$ cat config.mk
export PLATFORM = sky130hd
export DESIGN_NAME = bram_port_arbiter_flat
export DESIGN_NICKNAME = d
export VERILOG_FILES = /design/src/rtl/bram_pkg.sv /design/src/rtl/bram_port_arbiter_if.sv /design/src/rtl/bram_clear_sweeper.sv /design/src/rtl/bram_port_arbiter.sv /design/src/flat_wrapper.sv
export SDC_FILE = /design/constraint.sdc
export NUM_CORES = 1
export LEC_CHECK = 0
export ABC_AREA = 1
export BUFFER_PORTS_ARGS = -buffer_cell sky130_fd_sc_hd__buf_2
export CORE_UTILIZATION = 35
export CTS_BUF_LIST = sky130_fd_sc_hd__clkbuf_16
export CTS_CLUSTER_DIAMETER = 30
export DETAILED_ROUTE_END_ITERATION = 7
export GPL_ROUTABILITY_DRIVEN = 1
export PLACE_DENSITY = 0.71
export SYNTH_ARGS = -nofsm -noshare
export SYNTH_HDL_FRONTEND = slang
export SYNTH_HIERARCHICAL = 1
export SYNTH_SLANG_ARGS = --single-unit
$ cat constraint.sdc
create_clock -name clk -period 1.7 [get_ports clk]
set_input_delay 0.17 -clock clk [delete_from_list [all_inputs] [get_ports clk]]
set_output_delay 0.17 -clock clk [all_outputs]
set_load 0.03 [all_outputs]
$ cat src/rtl/bram_pkg.sv
// Shared widths, default frame geometry, arbiter state encoding and {y,x} address packing
// for the frame BRAM port arbiter.
package bram_pkg;

    localparam int unsigned ADDR_W = 19;
    localparam int unsigned X_W    = 10;
    localparam int unsigned Y_W    = 9;

    localparam int unsigned H_ACTIVE_DFLT = 640;
    localparam int unsigned V_ACTIVE_DFLT = 480;

    typedef enum logic [0:0] {
        StIdle,
        StClear
    } arb_state_e;

    function automatic logic [ADDR_W-1:0] pack_addr(input logic [Y_W-1:0] y,
                                                     input logic [X_W-1:0] x);
        return {y, x};
    endfunction

endpackage

$ cat src/rtl/bram_port_arbiter_if.sv
// Bundle of display, writer, clear-control and BRAM port signals around the arbiter.
// slave = arbiter side, master = user/BRAM side.
interface bram_port_arbiter_if;
    import bram_pkg::*;

    logic              disp_active;
    logic [ADDR_W-1:0] disp_addr;
    logic              disp_data;
    logic              wr_req;
    logic [ADDR_W-1:0] wr_addr;
    logic              wr_data;
    logic              wr_ack;
    logic              clear_start;
    logic              clear_busy;
    logic              clear_done;
    logic [ADDR_W-1:0] bram_addr;
    logic              bram_din;
    logic              bram_we;
    logic              bram_dout;

    modport slave (
        input  disp_active, disp_addr, wr_req, wr_addr, wr_data, clear_start, bram_dout,
        output disp_data, wr_ack, clear_busy, clear_done, bram_addr, bram_din, bram_we
    );

    modport master (
        output disp_active, disp_addr, wr_req, wr_addr, wr_data, clear_start, bram_dout,
        input  disp_data, wr_ack, clear_busy, clear_done, bram_addr, bram_din, bram_we
    );

endinterface

$ cat src/rtl/bram_clear_sweeper.sv
// Raster x/y counter for the frame-clear sweep: advances on adv_i, wraps x into y,
// flags the final pixel and returns to {0,0} after it.
module bram_clear_sweeper
    import bram_pkg::*;
#(
    parameter int unsigned H_ACTIVE = H_ACTIVE_DFLT,
    parameter int unsigned V_ACTIVE = V_ACTIVE_DFLT
) (
    input  logic              clk,
    input  logic              reset,
    input  logic              adv_i,
    output logic [ADDR_W-1:0] addr_o,
    output logic              last_o
);

    localparam logic [X_W-1:0] XLast = X_W'(H_ACTIVE - 1);
    localparam logic [Y_W-1:0] YLast = Y_W'(V_ACTIVE - 1);

    logic [X_W-1:0] x_q, x_d;
    logic [Y_W-1:0] y_q, y_d;
    logic           x_end;

    assign x_end  = (x_q == XLast);
    assign last_o = x_end && (y_q == YLast);
    assign addr_o = pack_addr(y_q, x_q);

    always_comb begin
        x_d = x_q;
        y_d = y_q;
        if (adv_i) begin
            if (x_end) begin
                x_d = '0;
                y_d = last_o ? '0 : y_q + 1'b1;
            end else begin
                x_d = x_q + 1'b1;
            end
        end
    end

    always_ff @(posedge clk or posedge reset) begin
        if (reset) begin
            x_q <= '0;
            y_q <= '0;
        end else begin
            x_q <= x_d;
            y_q <= y_d;
        end
    end

endmodule

$ cat src/rtl/bram_port_arbiter.sv
// Single-port frame BRAM arbiter: display reads win outright, a one-entry buffered pixel
// writer and (with BRAM_ARB_CLEAR_EN defined) a full-frame clear sweep share blanking cycles.
module bram_port_arbiter
    import bram_pkg::*;
#(
    parameter int unsigned H_ACTIVE    = H_ACTIVE_DFLT,
    parameter int unsigned V_ACTIVE    = V_ACTIVE_DFLT,
    parameter logic        CLEAR_VALUE = 1'b0
) (
    input logic                clk,
    input logic                reset,
    bram_port_arbiter_if.slave bus
);

    logic              buf_valid_q, buf_valid_d;
    logic [ADDR_W-1:0] buf_addr_q, buf_addr_d;
    logic              buf_data_q, buf_data_d;
    logic              wr_ack_q, wr_ack_d;
    logic              drain, buf_free, accept;
    logic              in_idle, clear_go, sweep_we;
    logic [ADDR_W-1:0] sweep_addr;

    assign drain    = !bus.disp_active && buf_valid_q;
    assign buf_free = !buf_valid_q || drain;

`ifdef BRAM_ARB_CLEAR_EN
    arb_state_e state_q, state_d;
    logic       clear_done_q, clear_done_d;
    logic       sweep_last;

    assign in_idle  = (state_q == StIdle);
    assign clear_go = in_idle && bus.clear_start;
    // Sweep waits behind a buffered pixel so the clear overwrites it.
    assign sweep_we = (state_q == StClear) && !bus.disp_active && !buf_valid_q;

    bram_clear_sweeper #(
        .H_ACTIVE(H_ACTIVE),
        .V_ACTIVE(V_ACTIVE)
    ) u_sweeper (
        .clk   (clk),
        .reset (reset),
        .adv_i (sweep_we),
        .addr_o(sweep_addr),
        .last_o(sweep_last)
    );

    always_comb begin
        state_d      = state_q;
        clear_done_d = 1'b0;
        unique case (state_q)
            StIdle:  if (bus.clear_start) state_d = StClear;
            StClear: begin
                if (sweep_we && sweep_last) begin
                    state_d      = StIdle;
                    clear_done_d = 1'b1;
                end
            end
            default: state_d = StIdle;
        endcase
    end

    always_ff @(posedge clk or posedge reset) begin
        if (reset) begin
            state_q      <= StIdle;
            clear_done_q <= 1'b0;
        end else begin
            state_q      <= state_d;
            clear_done_q <= clear_done_d;
        end
    end

    assign bus.clear_busy = (state_q == StClear);
    assign bus.clear_done = clear_done_q;
`else
    assign in_idle        = 1'b1;
    assign clear_go       = 1'b0;
    assign sweep_we       = 1'b0;
    assign sweep_addr     = '0;
    assign bus.clear_busy = 1'b0;
    assign bus.clear_done = 1'b0;
`endif

    // A capture and a drain in the same cycle keep the buffer full back-to-back.
    assign accept = bus.wr_req && buf_free && in_idle && !clear_go;

    always_comb begin
        buf_valid_d = buf_valid_q;
        buf_addr_d  = buf_addr_q;
        buf_data_d  = buf_data_q;
        wr_ack_d    = accept;
        if (drain) buf_valid_d = 1'b0;
        if (accept) begin
            buf_valid_d = 1'b1;
            buf_addr_d  = bus.wr_addr;
            buf_data_d  = bus.wr_data;
        end
    end

    always_ff @(posedge clk or posedge reset) begin
        if (reset) begin
            buf_valid_q <= 1'b0;
            buf_addr_q  <= '0;
            buf_data_q  <= 1'b0;
            wr_ack_q    <= 1'b0;
        end else begin
            buf_valid_q <= buf_valid_d;
            buf_addr_q  <= buf_addr_d;
            buf_data_q  <= buf_data_d;
            wr_ack_q    <= wr_ack_d;
        end
    end

    always_comb begin
        bus.bram_addr = bus.disp_addr;
        bus.bram_din  = 1'b0;
        bus.bram_we   = 1'b0;
        if (!bus.disp_active) begin
            if (buf_valid_q) begin
                bus.bram_addr = buf_addr_q;
                bus.bram_din  = buf_data_q;
                bus.bram_we   = 1'b1;
            end else if (sweep_we) begin
                bus.bram_addr = sweep_addr;
                bus.bram_din  = CLEAR_VALUE;
                bus.bram_we   = 1'b1;
            end
        end
    end

    assign bus.wr_ack    = wr_ack_q;
    assign bus.disp_data = bus.bram_dout;

endmodule

$ cat src/flat_wrapper.sv
// flat-port wrapper written by rule: the top's interface ports become plain ports
module bram_port_arbiter_flat import bram_pkg::*;
#(
    parameter int unsigned H_ACTIVE    = H_ACTIVE_DFLT,
    parameter int unsigned V_ACTIVE    = V_ACTIVE_DFLT,
    parameter logic        CLEAR_VALUE = 1'b0
)
  (clk, reset, bus_disp_active, bus_disp_addr, bus_wr_req, bus_wr_addr, bus_wr_data, bus_clear_start, bus_bram_dout, bus_disp_data, bus_wr_ack, bus_clear_busy, bus_clear_done, bus_bram_addr, bus_bram_din, bus_bram_we);
  bram_port_arbiter_if bus_i ();
  input logic clk;
  input logic reset;
  input wire logic [$bits(bus_i.disp_active)-1:0] bus_disp_active;
  input wire logic [$bits(bus_i.disp_addr)-1:0] bus_disp_addr;
  input wire logic [$bits(bus_i.wr_req)-1:0] bus_wr_req;
  input wire logic [$bits(bus_i.wr_addr)-1:0] bus_wr_addr;
  input wire logic [$bits(bus_i.wr_data)-1:0] bus_wr_data;
  input wire logic [$bits(bus_i.clear_start)-1:0] bus_clear_start;
  input wire logic [$bits(bus_i.bram_dout)-1:0] bus_bram_dout;
  output wire logic [$bits(bus_i.disp_data)-1:0] bus_disp_data;
  output wire logic [$bits(bus_i.wr_ack)-1:0] bus_wr_ack;
  output wire logic [$bits(bus_i.clear_busy)-1:0] bus_clear_busy;
  output wire logic [$bits(bus_i.clear_done)-1:0] bus_clear_done;
  output wire logic [$bits(bus_i.bram_addr)-1:0] bus_bram_addr;
  output wire logic [$bits(bus_i.bram_din)-1:0] bus_bram_din;
  output wire logic [$bits(bus_i.bram_we)-1:0] bus_bram_we;
  assign bus_i.disp_active = bus_disp_active;
  assign bus_i.disp_addr = bus_disp_addr;
  assign bus_i.wr_req = bus_wr_req;
  assign bus_i.wr_addr = bus_wr_addr;
  assign bus_i.wr_data = bus_wr_data;
  assign bus_i.clear_start = bus_clear_start;
  assign bus_i.bram_dout = bus_bram_dout;
  assign bus_disp_data = bus_i.disp_data;
  assign bus_wr_ack = bus_i.wr_ack;
  assign bus_clear_busy = bus_i.clear_busy;
  assign bus_clear_done = bus_i.clear_done;
  assign bus_bram_addr = bus_i.bram_addr;
  assign bus_bram_din = bus_i.bram_din;
  assign bus_bram_we = bus_i.bram_we;
  bram_port_arbiter #(.H_ACTIVE(H_ACTIVE), .V_ACTIVE(V_ACTIVE), .CLEAR_VALUE(CLEAR_VALUE)) u_core (.clk(clk), .reset(reset), .bus(bus_i));
endmodule
==> metrics.yaml, run 1 <==
run_status:
  outcome: "completed"
synthesis:
  yosysWarnings: 6
  synth-seq-cells: 22
  synth-async-reset-ratio: 1.000
  netlist_area_um2: 1144
  yosysSeqAreaShare: 0.4814
  netlist-cell-type-count: 11
  syn_inst: 163
  synth_edf_count: 0
  netlist_top_cells_area: "dfrtp_1 48%, nand2_1 33%, nand3_1 8.8%"
  yosysMostFrequentCell: "nand2_1"
  synth_common_cells: "100 x nand2_1, 22 x dfrtp_1, 20 x nand3_1"
  yosys_most_used_dff: "dfrtp_1"
  syn_area_per_cell_um2: 7.016
  synth_top_area_frac: 0.4814
  synth_top_area_cell: "dfrtp_1"
critical_path:
  regToRegSetupSlack_ns: 0.28
  critPathBufInv: 3
  start_kind: "flop"
  worst_ep_arrival_time_ns: 1.35
  cp_data_required_time_ns: 1.53
  critical-path-top-delay-family: "buffers and inverters"
  cp_slowest_stage_delay_ns: 0.39
  cpMostUsedCell: "nand2_1"
  critPathKind: "reg2out"
  crit_slowest_cell: "dfrtp_1"
  endpoint_kind: "output port"
  critPathMaxFanout: 14
  cp_cell_sequence: "inv_1 -> nor2_1 -> buf_4 -> nand2_1 -> nand2_1 -> buf_2"
clock_tree:
  clk_pin_slew_ns: 0.06
  clockRootBuffer: "clkbuf_16"
  cts_max_path_buffers: 2
  clkLatencyLatePin_ns: 0.25
  cts_resized: 0
  cts_tree: "done"
  cts_buffers: 3
  cts-hold-fix-buffers: 1
  numClockSinks: 22
  ctsHtreeMaxLevel: 1
  cts_setup_buffers: 0
route:
  drt_wl_total_um: 2642
  viasPerCell: 4.270
  firstDrtPassIters: 4
  drcViolationCount: 0
  ant_nets: 0
  via_count: 1153
  post_drt_wl_per_cell_um: 9.785
  drtIter0Drc: 29
power:
  seq_power_share: 0.411
  power_mw: 1.535
  pwr-share-clk: 0.314
  internal_power_mw: 1.049
  power_leakage_nw: 0.9745
  p_switching_uw: 485.3
  p_per_area_nw_per_um2: 977.3
  switching_share: 0.3162
  pwr-share-comb: 0.275
  peakVddDrop_mv: 0.4905
placement:
  place_inst: 265
  io_buffers: 64
  routabilityCongestion: 0.7188
  place_ws_ns: 0.2733
  dp_hpwl_um: 1958
cells_and_area:
  fin_cells: 270
  drive_above_1_share: 0.3319
  area.growth.synth_to_final_pct: 37.31
  final_core_utilization: 0.5102
  final_nets: 272
  diodes: 0
timing:
  layout_min_cycle_time_ns: 1.520
  finalHoldViolations: 0
  fin_skew_ns: 0.001831
  timing.final.crit_share: 0.8939
  worst_slack_ns: 0.1803
  setup_viol: 0
  fin_setup_tns_ns: 0
  slew_viol_final: 0
  clock.fmax_mhz: 658.0
  rsz0062_at_grt: "false"
global_route:
  grt_pass1_vias: 1012
  grt.total_usage: 0.1647
  grt_pass1_wl_um: 4367
  grt_overflow_total: 0
  grt_max_degree: 23
  antenna_found_initial: 0
floorplan:
  start_util: 0.3715
  ios: 70
  die_x_um: 59.16
  die_y_um: 59.16
  die_area_um2: 3500
  core_area_um2: 3078
  placementRows: 20
run:
  cap_violations: 0
hold_path:
  hold_class: "in2reg"
## logic make-up (layout without fill, tap and decap cells)
logic type	count (synthesis)	in the layout	synth area share
simple gates	124	124	0.4333
flops	22	22	0.4814
buf+inv	16	78	0.08205
other cells	1	2	0.003279
## worst paths after layout
| check | start | endpoint | cells past startpoint |
|---|---|---|---|
| max | u_core/buf_valid_q$_DFFE_PP0P_ | bus_bram_addr[16] | 6 |
| min | bus_wr_addr[17] | u_core/buf_addr_q[17]$_DFFE_PP0P_ | 3 |
| min reg2reg | u_core/buf_addr_q[13]$_DFFE_PP0P_ | u_core/buf_addr_q[13]$_DFFE_PP0P_ | 2 |
| max reg2reg | u_core/buf_valid_q$_DFFE_PP0P_ | u_core/buf_addr_q[16]$_DFFE_PP0P_ | 4 |
| max in group asynchronous | reset | u_core/buf_addr_q[9]$_DFFE_PP0P_ | 4 |
| min in group asynchronous | reset | u_core/buf_addr_q[13]$_DFFE_PP0P_ | 3 |
## layout by cell type, fill, tap and decap left out
master and count:
dlygate4sd3_1 1, dfrtp_1 22, nand2_1 100, conb_1 2, clkinv_1 1, nand2_2 2
clkbuf_16 3, inv_2 1, inv_1 3, buf_4 5, nor2_1 2, nand3_1 20
buf_2 64
## cell type report
class,instances,area [um^2]
Clock inverter,1,3.754
Timing Repair Buffer,70,367.9
Multi-Input combinational cell,126,503.0
Inverter,4,15.01
Clock buffer,3,75.07
Fill cell,333,1508
Sequential cell,22,550.5
Tap cell,44,55.05
## flip-flops by register name, indices dropped and copies added, names as in the netlist
| signal | cells |
|---|---|
| u_core/buf_data_q | 1 |
| u_core/bus.wr_ack | 1 |
| u_core/buf_valid_q | 1 |
| u_core/buf_addr_q | 19 |
## power by group through the flow
stage	Sequential (mW)	Combinational [mW]	Clock, mW
6_report	0.631	0.422	0.482
5_1_grt	0.640	0.470	0.526
4_1_cts	0.630	0.430	0.495
3_5_place_dp	0.639	0.427	0
3_3_place_gp	0.636	0.422	0
2_1_floorplan	0.635	0.302	0
## per-stage QoR
| step | instance area [um^2] | hold WS (ns) |
|---|---|---|
| after CTS | 1570 | 0.1459 |
| after floorplan | 1147 | 0.1592 |
| after global placement | 1481 | 0.1604 |
| after detailed placement | 1481 | 0.1673 |
| after global routing | 1570 | 0.1578 |
| final | 1570 | 0.1464 |
## tightest hold or removal path, cell delays in order
cell and delay, ns:
buf_2 0.07, nand3_1 0.06, nand2_1 0.06
## routing by layer
metal / up-vias / part of all wire / global-route usage
met5: - / 0 / 0
met4: 0 / 0.010 / 0.05102
met1: 502 / 0.45 / 0.2103
met3: 2 / 0.037 / 0.02838
met2: 30 / 0.51 / 0.2841
li1: 619 / - / -
(Power assumes the default switching activity.)
==> run 2: changes to the inputs <==
--- a/config.mk
+++ b/config.mk
@@ -7,6 +7,7 @@
 export LEC_CHECK = 0
 export ABC_AREA = 1
 export BUFFER_PORTS_ARGS = -buffer_cell sky130_fd_sc_hd__buf_2
+export CORE_MARGIN = 10
 export CORE_UTILIZATION = 35
 export CTS_BUF_LIST = sky130_fd_sc_hd__clkbuf_16
 export CTS_CLUSTER_DIAMETER = 30
==> constraint.sdc (replaced) <==
create_clock -name clk -period 1.7 [get_ports clk]
set_input_delay 0.17 -clock clk [delete_from_list [all_inputs] [get_ports clk]]
set_output_delay 0.17 -clock clk [all_outputs]
set_load 0.05 [all_outputs]
==> metrics.yaml, run 2 (synthesis results as in run 1) <==
power:
  pwr-share-clk: 0.297  # -0.017
  p_per_area_nw_per_um2: 1043  # +6.7%
  p_switching_uw: 582.1  # +20%
  peakVddDrop_mv: 0.5756  # +17%
  pwr-share-comb: 0.316  # +0.041
  switching_share: 0.3571  # +0.04090
  internal_power_mw: 1.048  # -0.14%
  seq_power_share: 0.387  # -0.024
  power_leakage_nw: 0.9697  # -0.49%
hold_path:
  worstHoldStart: "bus_wr_addr[3]"
  whs_endpoint: "u_core/buf_addr_q[3]$_DFFE_PP0P_"
  hold_class: "in2reg"
  hold_depth: 3  # unchanged
floorplan:
  ios: 70  # unchanged
  core_area_um2: 3103  # +0.81%
  placementRows: 20  # unchanged
  die_area_um2: 5954  # +70%
  die_x_um: 77.16  # +30%
  start_util: 0.3685  # -0.002996
  die_y_um: 77.16  # +30%
critical_path:
  critPathMaxFanout: 11  # -3
  regToRegSetupSlack_ns: 0.62  # +0.34 ns
  endpoint_kind: "output port"
  r2r_end: "u_core/buf_addr_q[3]$_DFFE_PP0P_"
  reg2reg_depth: 4  # unchanged
  r2r-start: "u_core/buf_valid_q$_DFFE_PP0P_"
  start_kind: "flop"
  worst_ep_arrival_time_ns: 1.39  # +0.04 ns
  cp_data_required_time_ns: 1.53  # about the same
  critPathKind: "reg2out"
cells_and_area:
  top_register: "u_core/buf_addr_q"
  final_common_cell: "nand2_1"
  postLayoutCellArea_um2: 1563  # -0.48%
  area.growth.synth_to_final_pct: 36.65
  diodes: 0  # unchanged
  final_cell_mix: "100 x nand2_1, 64 x buf_2, 22 x dfrtp_1"
  largest_register_ffs: 19  # unchanged
  final_nets: 271  # -0.37%
  n_fill_cell: 349  # +4.8%
  drive_above_1_share: 0.3289  # -0.002970
clock_tree:
  clkLatencyLatePin_ns: 0.25  # about the same
  cts_max_path_buffers: 2  # unchanged
  clockRootBuffer: "clkbuf_16"
  numClockSinks: 22  # unchanged
  cts_setup_buffers: 0  # unchanged
  clk_pin_slew_ns: 0.05  # about the same
  cts_buffers: 3  # unchanged
  ctsHtreeMaxLevel: 1  # unchanged
  cts_tree: "done"
route:
  drcViolationCount: 0  # unchanged
  drtIter0Drc: 41  # +41%
  viasPerCell: 4.271  # about the same
  ant_nets: 0  # unchanged
  post_drt_wl_per_cell_um: 11.86  # +21%
  via_count: 1149  # -0.35%
  firstDrtPassIters: 4  # unchanged
  drt_wl_total_um: 3189  # +21%
global_route:
  grt_pass1_vias: 1221  # +21%
  grt_pass1_wl_um: 5299  # +21%
  antenna_found_initial: 0  # unchanged
  grt_overflow_total: 0  # unchanged
  grt_max_degree: 23  # unchanged
  grt.total_usage: 0.1033  # -0.06139
run_status:
  outcome: "completed"
placement:
  routabilityCongestion: 0.7207  # +0.26%
  io_buffers: 64  # unchanged
  dp_hpwl_um: 2428  # +24%
  placed_cell_area_um2: 1474  # -0.51%
timing:
  fin_skew_ns: 0.002262  # +0.0004310 ns
  layout_min_cycle_time_ns: 1.561  # +0.04107 ns
  slew_viol_final: 0  # unchanged
  fin_setup_tns_ns: 0  # unchanged
  rsz0062_at_grt: "false"
  clock.fmax_mhz: 640.7  # -2.6%
  finalHoldViolations: 0  # unchanged
  timing.final.crit_share: 0.9181  # +0.02416
  setup_viol: 0  # unchanged
run:
  cap_violations: 0  # unchanged
run 2: metal layers:
metal | GRT usage | share of wire | vias to the layer above | wire length [um]
met2 | 0.1890 | 0.50 | 31 | 1603
met5 | 0 | 0 | - | 0
met3 | 0.02914 | 0.058 | 2 | 184
li1 | - | - | 615 | -
met1 | 0.1069 | 0.43 | 501 | 1367
met4 | 0.04380 | 0.011 | 0 | 34
run 2: critical path, cell delays in order (launching register included):
cell and delay, ns:
dfrtp_1 0.39, inv_1 0.05, nor2_1 0.12, buf_4 0.20, nand2_1 0.07, nand2_1 0.05
buf_2 0.25
run 2: timing repair:
action                                 in CTS  in global routing
endpoints found under the hold margin      22                  0
hold buffers                                1                  0
gates resized for setup                     0                  0
run 2: power by group through the flow:
stage | registers, mW | clock network (mW) | logic, mW
floorplan | 0.638 | 0 | 0.393
global placement | 0.636 | 0 | 0.516
detailed placement | 0.639 | 0 | 0.522
CTS | 0.630 | 0.498 | 0.525
global route | 0.639 | 0.529 | 0.568
finish | 0.630 | 0.484 | 0.516
run 2: final cells by class:
cell class | instances | area (um^2) | share of cell area
Clock buffer | 3 | 75.07 | 0.04804
Tap cell | 44 | 55.05 | 0.03523
Clock inverter | 1 | 3.754 | 0.002402
Sequential cell | 22 | 550.5 | 0.3523
Inverter | 4 | 15.01 | 0.009608
Multi-Input combinational cell | 126 | 503.0 | 0.3219
Timing Repair Buffer | 69 | 360.3 | 0.2306
run 2: worst max path at each step:
| stage | slack (ns) | start | to | cells after the start |
|---|---|---|---|---|
| 5_1_grt | 0.02 | u_core/buf_valid_q$_DFFE_PP0P_ | bus_bram_addr[5] | 4 |
| 3_3_place_gp | 0.41 | u_core/buf_valid_q$_DFFE_PP0P_ | bus_bram_addr[3] | 4 |
| 4_1_cts | 0.12 | u_core/buf_valid_q$_DFFE_PP0P_ | bus_bram_addr[9] | 4 |
| 6_report | 0.14 | u_core/buf_valid_q$_DFFE_PP0P_ | bus_bram_addr[5] | 6 |
| 3_5_place_dp | 0.40 | u_core/buf_valid_q$_DFFE_PP0P_ | bus_bram_addr[9] | 4 |
| 2_1_floorplan | 0.35 | u_core/buf_valid_q$_DFFE_PP0P_ | bus_bram_addr[10] | 5 |
run 2: through the flow:
stage	cells	hold slack, ns	worst slack [ns]	power [mW]	util
5_1_grt	269	0.1481	0.01964	1.735	0.5036
4_1_cts	269	0.1430	0.1248	1.653	0.5036
3_3_place_gp	264	0.2162	0.4090	1.152	0.4750
6_report	269	0.1438	0.1392	1.630	0.5036
3_5_place_dp	264	0.2211	0.4019	1.161	0.4750
2_1_floorplan	164	0.1592	0.3495	1.030	-
